<file path="src/rtl/bram_burst_reader_if.sv">
// Bundle of the command, BRAM read-port and output-stream signals of the burst reader.
// master = the reader itself, slave = its environment (command source, BRAM, consumer).
interface bram_burst_reader_if #(
    parameter int DATA_WIDTH = 16,
    parameter int ADDR_WIDTH = 10,
    parameter int LEN_WIDTH  = 11
) ();
    logic                  start;
    logic [ADDR_WIDTH-1:0] base_addr;
    logic [LEN_WIDTH-1:0]  len;
    logic                  busy;
    logic                  done;
    logic                  bram_en;
    logic [ADDR_WIDTH-1:0] bram_addr;
    logic [DATA_WIDTH-1:0] bram_dout;
    logic                  out_valid;
    logic [DATA_WIDTH-1:0] out_data;
    logic                  out_ready;

    modport master (
        input  start, base_addr, len, bram_dout, out_ready,
        output busy, done, bram_en, bram_addr, out_valid, out_data
    );

    modport slave (
        output start, base_addr, len, bram_dout, out_ready,
        input  busy, done, bram_en, bram_addr, out_valid, out_data
    );
endinterface

</file>
<file path="src/rtl/bram_burst_reader.sv">
// Burst reader: fetches len words from base_addr through a registered-read BRAM port and
// streams them out via a 2-entry FIFO. Reads are only issued when a FIFO slot is guaranteed
// for the returning word, so backpressure never drops or duplicates data.
module bram_burst_reader #(
    parameter int DATA_WIDTH = 16,
    parameter int ADDR_WIDTH = 10,
    parameter int LEN_WIDTH  = 11
) (
    input logic                 clk,
    input logic                 rst_n,
    bram_burst_reader_if.master bus
);
    typedef enum logic [1:0] {IDLE, READ, DRAIN, DONE} state_t;

    state_t                state, state_nxt;
    logic [ADDR_WIDTH-1:0] cur_addr;
    logic [LEN_WIDTH-1:0]  remaining;
    logic                  inflight;   // a read was issued last cycle; its data arrives now
    logic [DATA_WIDTH-1:0] fifo_mem0, fifo_mem1;
    logic                  wr_ptr, rd_ptr;
    logic [1:0]            fifo_cnt;
    logic                  pop, push, issue;
    logic [2:0]            credit_use;

    assign pop  = (fifo_cnt != 2'd0) && bus.out_ready;
    assign push = inflight;
    // Slots committed after this edge if nothing new is issued: stored + arriving - leaving.
    assign credit_use = {1'b0, fifo_cnt} + {2'b00, inflight} - {2'b00, pop};

    // State register
    always_ff @(posedge clk or negedge rst_n) begin
        if (!rst_n) state <= IDLE;
        else        state <= state_nxt;
    end

    // Next-state and read-issue decision
    always_comb begin
        state_nxt = state;
        issue     = 1'b0;
        case (state)
            IDLE: begin
                if (bus.start)
                    state_nxt = (bus.len == '0) ? DONE : READ;
            end
            READ: begin
                issue = (credit_use < 3'd2);
                if (issue && remaining == LEN_WIDTH'(1))
                    state_nxt = DRAIN;
            end
            DRAIN: begin
                // Leave as the final word is popped so done lands the cycle after the pop.
                if (!inflight && (fifo_cnt == 2'd0 || (fifo_cnt == 2'd1 && pop)))
                    state_nxt = DONE;
            end
            DONE:    state_nxt = IDLE;
            default: state_nxt = IDLE;
        endcase
    end

    // Address/length counters and in-flight read tracking
    always_ff @(posedge clk or negedge rst_n) begin
        if (!rst_n) begin
            cur_addr  <= '0;
            remaining <= '0;
            inflight  <= 1'b0;
        end else begin
            inflight <= issue;
            if (state == IDLE && bus.start) begin
                cur_addr  <= bus.base_addr;
                remaining <= bus.len;
            end else if (issue) begin
                cur_addr  <= cur_addr + ADDR_WIDTH'(1);
                remaining <= remaining - LEN_WIDTH'(1);
            end
        end
    end

    // Two-entry FIFO; push (returning read data) and pop may coincide
    always_ff @(posedge clk or negedge rst_n) begin
        if (!rst_n) begin
            fifo_mem0 <= '0;
            fifo_mem1 <= '0;
            wr_ptr    <= 1'b0;
            rd_ptr    <= 1'b0;
            fifo_cnt  <= 2'd0;
        end else begin
            if (push) begin
                if (wr_ptr) fifo_mem1 <= bus.bram_dout;
                else        fifo_mem0 <= bus.bram_dout;
                wr_ptr <= ~wr_ptr;
            end
            if (pop) rd_ptr <= ~rd_ptr;
            fifo_cnt <= fifo_cnt + {1'b0, push} - {1'b0, pop};
        end
    end

    assign bus.busy      = (state != IDLE);
    assign bus.done      = (state == DONE);
    assign bus.bram_en   = issue;
    assign bus.bram_addr = cur_addr;
    assign bus.out_valid = (fifo_cnt != 2'd0);
    assign bus.out_data  = rd_ptr ? fifo_mem1 : fifo_mem0;
endmodule
</file>
<file path="src/flat_wrapper.sv">
// flat-port wrapper written by rule: the top's interface ports become plain ports
module bram_burst_reader_flat 
#(
    parameter int DATA_WIDTH = 16,
    parameter int ADDR_WIDTH = 10,
    parameter int LEN_WIDTH  = 11
)
  (clk, rst_n, bus_start, bus_base_addr, bus_len, bus_bram_dout, bus_out_ready, bus_busy, bus_done, bus_bram_en, bus_bram_addr, bus_out_valid, bus_out_data);
  bram_burst_reader_if #(.DATA_WIDTH(DATA_WIDTH), .ADDR_WIDTH(ADDR_WIDTH), .LEN_WIDTH(LEN_WIDTH)) bus_i ();
  input logic clk;
  input logic rst_n;
  input wire logic [$bits(bus_i.start)-1:0] bus_start;
  input wire logic [$bits(bus_i.base_addr)-1:0] bus_base_addr;
  input wire logic [$bits(bus_i.len)-1:0] bus_len;
  input wire logic [$bits(bus_i.bram_dout)-1:0] bus_bram_dout;
  input wire logic [$bits(bus_i.out_ready)-1:0] bus_out_ready;
  output wire logic [$bits(bus_i.busy)-1:0] bus_busy;
  output wire logic [$bits(bus_i.done)-1:0] bus_done;
  output wire logic [$bits(bus_i.bram_en)-1:0] bus_bram_en;
  output wire logic [$bits(bus_i.bram_addr)-1:0] bus_bram_addr;
  output wire logic [$bits(bus_i.out_valid)-1:0] bus_out_valid;
  output wire logic [$bits(bus_i.out_data)-1:0] bus_out_data;
  assign bus_i.start = bus_start;
  assign bus_i.base_addr = bus_base_addr;
  assign bus_i.len = bus_len;
  assign bus_i.bram_dout = bus_bram_dout;
  assign bus_i.out_ready = bus_out_ready;
  assign bus_busy = bus_i.busy;
  assign bus_done = bus_i.done;
  assign bus_bram_en = bus_i.bram_en;
  assign bus_bram_addr = bus_i.bram_addr;
  assign bus_out_valid = bus_i.out_valid;
  assign bus_out_data = bus_i.out_data;
  bram_burst_reader #(.DATA_WIDTH(DATA_WIDTH), .ADDR_WIDTH(ADDR_WIDTH), .LEN_WIDTH(LEN_WIDTH)) u_core (.clk(clk), .rst_n(rst_n), .bus(bus_i));
endmodule
</file>
<file path="config.mk">
export PLATFORM = sky130hd
export DESIGN_NAME = bram_burst_reader_flat
export DESIGN_NICKNAME = d
export VERILOG_FILES = /design/src/rtl/bram_burst_reader_if.sv /design/src/rtl/bram_burst_reader.sv /design/src/flat_wrapper.sv
export SDC_FILE = /design/constraint.sdc
export NUM_CORES = 1
export LEC_CHECK = 0
export BUFFER_PORTS_ARGS = -buffer_cell sky130_fd_sc_hd__buf_4
export CAP_MARGIN = 20
export CORE_ASPECT_RATIO = 1.75
export CORE_UTILIZATION = 45
export CTS_BUF_LIST = sky130_fd_sc_hd__clkbuf_2 sky130_fd_sc_hd__clkbuf_4 sky130_fd_sc_hd__clkbuf_8
export CTS_CLUSTER_SIZE = 25
export DETAILED_ROUTE_END_ITERATION = 10
export GPL_TIMING_DRIVEN = 1
export PLACE_DENSITY = 0.72
export REMOVE_ABC_BUFFERS = 1
export SYNTH_ARGS = -nofsm -noshare
export SYNTH_HDL_FRONTEND = slang
export SYNTH_SLANG_ARGS = --single-unit
</file>
<file path="constraint.sdc">
create_clock -name clk -period 8 [get_ports clk]
set_input_delay 1.6 -clock clk [delete_from_list [all_inputs] [get_ports clk]]
set_output_delay 1.6 -clock clk [all_outputs]
set_load 0.03 [all_outputs]
</file>
==> results.ini, run 1 <==
[setup_path]
crit_fanout = 7
crit_path_start_kind = input port
cp_cell_sequence = buf_4 -> and2_1 -> ha_1 -> inv_1 -> ha_1 -> fa_1 -> nand2b_1 -> nor2_2 -> buf_4
path_buf_inv = 3
critPathTopFamily = adder cells
slowest_stage = fa_1
cp-end-kind = output pin
required_ns = 6.40
cpPeakStageDelay_ns = 0.51
critical_path_class = in2out
crit_arrival_ns = 3.70

[floorplanning]
ioPinCount = 71
initial_core_util_pct = 46.7
core_sq_um = 6540
num_rows = 39
dieArea_sq_um = 7140
dieHeight_um = 111
die_w_um = 64.3

[timing]
finalHoldWorstSlack_ns = 0.486
tightest_slew_ns = 0.774
fin_setup_tns_ns = 0
hold_viol_final = 0
slew_viol_final = 0
period_share_pct = 66.2
max_slew_margin_pct = 48.4
setup_viol = 0
fmax_ghz = 0.189
period_needed_ns = 5.30
skew_ns = 0.00875
rsz0062_at_grt = no

[global_routing]
grt-ovfl-total = 0
grt_antenna_before_repair = 0
grt_pass1_vias = 2366
grtUsageTotal_pct = 20.2
grt_max_degree = 61
grt_first_pass_wirelength_um = 10800

[clock_tree]
cts_sinks = 60
cts_resized = 0
clkSlewWorstSetupHoldPaths_ns = 0.07
postCtsSetupRepairBufs = 0
cts_tree = done
cts_buffers = 9
root_buffer = clkbuf_8
hold_buffers = 0
clk_latency_ns = 0.34
h-tree-depth = 3
cts_buffer_depth = 2

[synthesis]
yosysUniqueCellTypes = 41
synth_seq_area_share_pct = 49.1
syn_area_sq_um = 3060
syn-instance-count = 266
ys_ff_latch = 60
ys.warnings.count = 0
avgSynthCellArea_sq_um = 11.5

[finish]
area_growth_pct = 27.3
layout_commonest_cell = buf_4
fill_cells = 565
seq_area_sq_um = 1500
drive_gt1_share_pct = 40.7
num_antenna_cells = 0
final_cell_mix = 73 x buf_4, 60 x dfrtp_1, 43 x mux2_2, 24 x nand2_1, 16 x o21ai_1
multi_input_area_sq_um = 1470
nets = 392

[placement]
gp_congestion = 0.917
hpwl_um = 4700
port_buffers = 70

[power_and_ir_drop]
leakage_nw = 1.71
power_density_nw_per_um2 = 449
peakVddDrop_v = 0.000243
fin_total_pwr_mw = 1.75

[route]
drt-initial-drc-count = 109
vias = 2261
firstDrtPassIters = 5
ant_nets = 0
wl_per_cell_um = 15.5
routed_wl_um = 6590
drc = 0
viasPerCell = 5.31

[flow_run]
cap_violations = 0

[worst_hold_path]
hold_path_class = reg2reg

[status]
outcome = finished clean

==> layout make-up <==
| type | count | area share, % |
|---|---|---|
| Timing Repair Buffer | 73 | 14.1 |
| Clock buffer | 11 | 3.89 |
| Sequential cell | 60 | 38.6 |
| Tap cell | 82 | 2.64 |
| Multi-Input combinational cell | 185 | 37.9 |
| Inverter | 11 | 1.06 |
| Clock inverter | 4 | 1.87 |
==> power breakdown <==
part / leakage [nW] / internal, mW / switching [mW]
registers: 0.717 / 0.451 / 0.125
logic: 0.881 / 0.389 / 0.475
clock network: 0.111 / 0.190 / 0.117
total: 1.71 / 1.03 / 0.718
==> metal layers <==
metal | track usage (%) | part of all wire, % | vias up
li1 | - | - | 1089
met1 | 21.5 | 40 | 1083
met2 | 34.8 | 52 | 75
met3 | 4.73 | 4.9 | 14
met4 | 12.4 | 3.6 | 0
met5 | 0 | 0 | -
==> worst reg2reg max path, cell delays in order, from the launching register on <==
cell	delay, ns
dfrtp_1	0.43
or2_2	0.32
and2_1	0.18
ha_1	0.27
inv_1	0.04
ha_1	0.18
fa_1	0.51
or3b_2	0.50
o41ai_2	0.24
o211ai_1	0.21
mux2i_1	0.16
==> cells by family (layout without fill, tap and decap cells) <==
family                     count (synthesis)  after routing  share of synthesized area, %
buffers and inverters                     21             99                          2.66
DFF                                       60             60                          49.1
and+or+nand+nor                           74             74                          13.3
AOI/OAI and AO/OA                         29             29                          5.69
muxes                                     53             53                          19.3
xor gates and xnor gates                  18             18                          5.16
adders and majority gates                 11             11                          4.75
==> worst paths after layout <==
kind	slack [ns]	depth (start not counted)	endpoint	from
hold reg to reg	0.49	1	u_core.fifo_mem0[8]	u_core.fifo_mem0[8]
max in group asynchronous	6.16	1	u_core.fifo_mem0[1]	rst_n
hold / removal	0.49	1	u_core.fifo_mem0[8]	u_core.fifo_mem0[8]
setup reg to reg	4.85	10	u_core.state[0]	u_core.fifo_cnt[1]
min in group asynchronous	1.34	1	u_core.fifo_mem0[14]	rst_n
setup / recovery	2.70	9	bus_bram_en	bus_out_ready
==> per-stage QoR <==
stage | utilization (%) | worst slack, ns | std cells | area (sq um)
final | 59.5 | 2.70 | 426 | 3890
after global routing | 59.5 | 2.59 | 426 | 3890
after CTS | 59.4 | 2.23 | 425 | 3880
after detailed placement | 56.0 | 2.25 | 410 | 3660
after global placement | 56.0 | 2.29 | 410 | 3660
after floorplan | - | 2.74 | 256 | 3020
==> registers in the layout, summed over array words and instances (netlist names) <==
signal,cells
u_core.bus.bram_addr,10
u_core.fifo_cnt,2
u_core.wr_ptr,1
u_core.fifo_mem1,16
u_core.remaining,11
u_core.rd_ptr,1
u_core.state,2
u_core.fifo_mem0,16
u_core.inflight,1
==> synthesized netlist by cell type (all sizes together) <==
cell    count  area (sq um)
nand4       3          18.8
nand3       7          35.0
nor2        8          32.5
or3         2          12.5
ha         10           125
a31oi       2          12.5
mux2       48           541
and2        4          25.0
mux2i       5          50.1
buf         3          13.8
a21oi       1          5.00
xor2        6          52.6
nand3b      1          7.51
o21ai      20           100
nor4       11          75.1
inv        11          41.3
a32oi       1          8.76
o41ai       1          16.3
nor2b       2          12.5
clkbuf      7          26.3
dfrtp      60          1500
a211o       1          8.76
o31ai       2          15.0
or4         2          18.8
and3        1          6.26
nor4b       1          15.0
or2         1          6.26
or3b        1          8.76
nand2      24          90.1
xnor2      12           105
nor3        5          35.0
o211ai      1          7.51
fa          1          20.0
nand2b      1          6.26
(Power assumes the default switching activity.)
==> inputs of run 2 (changes only) <==
clock period = 4.95 ns   (was 8 ns; I/O delays follow)
==> run 2 against run 1 <==
  * Worst setup slack got worse by 1.9 ns
  * Critical path depth did not move
  * Die area is the same
  * Sequential share of layout area increased by 0.31 points
  * Non-clock buffer count is the same
  * Worst hold slack improved by 0.0029 ns
  * Largest cell class unchanged
==> results.ini, run 2 (same netlist as run 1, synthesis figures left out) <==
[worst_hold_path]
hold_path_class = reg2reg

[finish]
area_growth_pct = 26.3
reg_top3 = u_core.fifo_mem0 x16, u_core.fifo_mem1 x16, u_core.remaining x11
nets = 392
fill_cells = 573
layout_commonest_cell = buf_4
final_cells = 427
num_antenna_cells = 0
final_cell_mix = 73 x buf_4, 60 x dfrtp_1, 43 x mux2_2, 24 x nand2_1, 16 x o21ai_1
multi_input_area_sq_um = 1470
drive_gt1_share_pct = 40.9
seq_area_sq_um = 1500

[status]
outcome = finished clean

[setup_path]
required_ns = 3.96
crit_path_start_kind = register
crit_fanout = 7
crit_path_start = u_core.fifo_cnt[1]
cp-end-kind = output pin
r2r_cells = 10
rrSetupSlack_ns = 1.78
reg2reg_from = u_core.fifo_cnt[1]
critical_path_class = reg2out
crit_arrival_ns = 3.12
r2r-end = u_core.remaining[9]
crit_end = bus_bram_en

[clock_tree]
cts_buffers = 9
hold_buffers = 0
h-tree-depth = 3
root_buffer = clkbuf_8
cts_resized = 0
clk_latency_ns = 0.35
cts_tree = done
cts_sinks = 60
cts_buffer_depth = 2
clkSlewWorstSetupHoldPaths_ns = 0.07
postCtsSetupRepairBufs = 0

[route]
wl_per_cell_um = 14.8
firstDrtPassIters = 4
ant_nets = 0
drc = 0
drt-initial-drc-count = 85
vias = 2254
routed_wl_um = 6310
viasPerCell = 5.28

[power_and_ir_drop]
p_clk_share_pct = 15.2
switching_share_pct = 42.2
internal_power_mw = 1.58
combPwrFrac_pct = 51.0
power_density_nw_per_um2 = 711
leakage_nw = 1.69
p_sw_mw = 1.16
peakVddDrop_v = 0.000333
power_frac_seq_pct = 33.8

[timing]
finalHoldWorstSlack_ns = 0.489
rsz0062_at_grt = no
tightest_slew_ns = 0.760
period_share_pct = 83.1
fin_setup_tns_ns = 0
hold_viol_final = 0
skew_ns = 0.00604
fmax_ghz = 0.243
period_needed_ns = 4.11
setup_viol = 0
slew_viol_final = 0
max_slew_margin_pct = 49.3

[global_routing]
grt_antenna_before_repair = 0
grt_first_pass_wirelength_um = 10700
grt_pass1_vias = 2368
grt-ovfl-total = 0
grt_max_degree = 61
grtUsageTotal_pct = 19.7

[floorplanning]
ioPinCount = 71
initial_core_util_pct = 46.7
dieHeight_um = 111
die_w_um = 64.3
num_rows = 39
dieArea_sq_um = 7140
core_sq_um = 6540

[placement]
gp_congestion = 0.827
dpl.cell_count = 410
hpwl_um = 4560
port_buffers = 70

[flow_run]
cap_violations = 0

run 2: layout make-up:
type,count,area share [%]
multi-input cells,185,38.2
clock inverters,3,0.519
inverters,11,1.07
flip-flops and latches,60,38.9
well taps,82,2.66
repair buffers,73,14.2
clock buffers,13,4.47
run 2: routing by layer:
metal	part of all wire [%]	vias to the layer above	wire [um]	track usage [%]
met5	0	-	0	0
met4	3.9	0	245	12.0
met3	5.1	16	323	4.53
met2	52	76	3300	33.8
met1	39	1077	2450	21.3
li1	-	1085	-	-
run 2: metrics by stage:
stage               utilization (%)  area (sq um)  total power, mW  setup WS [ns]
floorplan                         -          3020             1.88          0.914
global placement               56.0          3660             2.29          0.467
detailed placement             56.0          3660             2.32          0.446
CTS                            58.9          3850             2.76          0.352
global route                   59.0          3860             2.93          0.645
finish                         59.0          3860             2.74          0.838
run 2: worst min-delay path by stage:
stage | from | end | slack, ns | cells past startpoint
after floorplan | u_core.fifo_mem0[10] | u_core.fifo_mem0[10] | 0.45 | 1
after global placement | u_core.fifo_mem0[13] | u_core.fifo_mem0[13] | 0.46 | 1
after detailed placement | u_core.fifo_mem0[10] | u_core.fifo_mem0[10] | 0.48 | 1
after CTS | u_core.fifo_mem0[10] | u_core.fifo_mem0[10] | 0.49 | 1
after global routing | u_core.fifo_mem0[14] | u_core.fifo_mem0[14] | 0.50 | 1
final | u_core.fifo_mem0[10] | u_core.fifo_mem0[10] | 0.49 | 1
run 2: power groups by stage:
| stage | combinational (mW) | sequential [mW] | clock, mW |
|---|---|---|---|
| 2_1_floorplan | 0.935 | 0.948 | 0 |
| 3_3_place_gp | 1.36 | 0.925 | 0 |
| 3_5_place_dp | 1.39 | 0.937 | 0 |
| 4_1_cts | 1.40 | 0.929 | 0.429 |
| 5_1_grt | 1.52 | 0.965 | 0.447 |
| 6_report | 1.40 | 0.926 | 0.417 |
run 2: critical path, stage by stage (launching register included):
cell	delay, ns
dfrtp_1	0.43
or2_2	0.32
and2_1	0.18
ha_1	0.28
inv_1	0.04
ha_1	0.18
fa_1	0.51
nand2b_1	0.30
nor2_2	0.31
buf_4	0.22
==> inputs of run 3 (changes only) <==
PLACE_DENSITY = 0.74   (was 0.72)
clock period = 3.7 ns   (was 4.95 ns; I/O delays follow)
==> run 3 against run 2 <==
  * Core utilization increased by 0.42 points
  * Global-route usage increased by 1.1 points
  * Combinational power increased by 38%
  * First-iteration DRC count decreased by 4.7%
  * Non-clock buffer count increased by 2
==> results.ini, run 3 (same netlist as run 1, synthesis figures left out) <==
[status]
outcome = finished clean

[placement]
place_area_sq_um = 3680
gp_congestion = 0.798
hpwl_um = 4730
port_buffers = 70

[timing]
hold_viol_final = 0
rsz0062_at_grt = no
fin_setup_tns_ns = 0
finalHoldWorstSlack_ns = 0.477
skew_ns = 0.00414
period_needed_ns = 3.53
slew_viol_final = 0
tightest_slew_ns = 0.764
fmax_ghz = 0.284
setup_viol = 0
period_share_pct = 95.3
max_slew_margin_pct = 49.1

[clock_tree]
clkSlewWorstSetupHoldPaths_ns = 0.06
clk_latency_ns = 0.34
cts_buffer_depth = 2
hold_buffers = 0
h-tree-depth = 3
cts_sinks = 60
root_buffer = clkbuf_8
cts_buffers = 9
cts_tree = done

[route]
vias = 2270
routed_wl_um = 6560
viasPerCell = 5.30
drc = 0
wl_per_cell_um = 15.3
drt-initial-drc-count = 81
firstDrtPassIters = 4
ant_nets = 0

[setup_path]
cp-end-kind = output pin
required_ns = 2.96
critical_path_class = reg2out
crit_path_start_kind = register
crit_fanout = 7
crit_arrival_ns = 2.79

[global_routing]
grt_max_degree = 61
grtUsageTotal_pct = 20.8
grt_pass1_vias = 2417
grt-ovfl-total = 0
grt_antenna_before_repair = 0
grt_first_pass_wirelength_um = 11200

[power_and_ir_drop]
power_density_nw_per_um2 = 968
leakage_nw = 1.72
peakVddDrop_v = 0.000518
fin_total_pwr_mw = 3.76

[floorplanning]
dieHeight_um = 111
die_w_um = 64.3
ioPinCount = 71
initial_core_util_pct = 46.7
dieArea_sq_um = 7140
core_sq_um = 6540
num_rows = 39

[finish]
nets = 394
reg_top3 = u_core.fifo_mem0 x16, u_core.fifo_mem1 x16, u_core.remaining x11
num_antenna_cells = 0
layout_commonest_cell = buf_4
final_area_sq_um = 3890
drive_gt1_share_pct = 41.6
final_cell_mix = 75 x buf_4, 60 x dfrtp_1, 43 x mux2_2, 24 x nand2_1, 16 x o21ai_1
final_util_pct = 59.4
area_growth_pct = 27.2

[worst_hold_path]
hold_path_class = in2async

[flow_run]
cap_violations = 0

[run 3: per-layer routing]
layer	up-vias	wire length, um	track usage [%]
li1	1093	-	-
met1	1099	2570	22.2
met2	67	3510	37.1
met3	11	320	4.42
met4	0	147	10.7
met5	-	0	0
[run 3: power by group]
part / switching (mW) / total (mW) / internal (mW)
Combinational: 1.05 / 1.93 / 0.881
Sequential: 0.266 / 1.24 / 0.976
Clock: 0.244 / 0.591 / 0.347
Total: 1.56 / 3.76 / 2.20
[run 3: through the flow]
stage	setup WS, ns	std cells
6_report	0.174	428
5_1_grt	0.0390	428
4_1_cts	0.0473	428
3_5_place_dp	0.304	413
3_3_place_gp	0.328	413
2_1_floorplan	0.0357	256
[run 3: cell type report]
type	instances	area (sq um)
clock buffers	13	160
clock inverters	2	35.0
fillers	580	2650
inverters	11	41.3
multi-input cells	185	1480
flip-flops and latches	60	1500
well taps	82	103
repair buffers	75	563
[run 3: worst paths after layout]
check,from,end,slack (ns),cells past startpoint
worst max-delay path,u_core.fifo_cnt[1],bus_bram_en,0.17,9
worst min-delay path,rst_n,u_core.bus.bram_addr[1],0.48,1
worst max register to register,u_core.fifo_cnt[1],u_core.remaining[9],0.56,10
worst min register to register,u_core.fifo_mem0[9],u_core.fifo_mem0[9],0.49,1
max in group asynchronous,rst_n,u_core.remaining[3],2.74,1
min in group clk,u_core.fifo_mem0[9],u_core.fifo_mem0[9],0.49,1
[run 3: critical path, cell delays in order (launching register included)]
cell and delay (ns):
dfrtp_1 0.43, or2_2 0.32, and2_1 0.19, ha_1 0.28, inv_1 0.04, ha_1 0.18, fa_2 0.58, nand2b_4 0.19
nor2_2 0.06, buf_4 0.18
[run 3: repair_timing]
action                                 4_1_cts  5_1_grt
setup endpoints to repair                    1        1
endpoints found under the hold margin        0        0
resized for setup                            1        2
setup buffers                                0        0
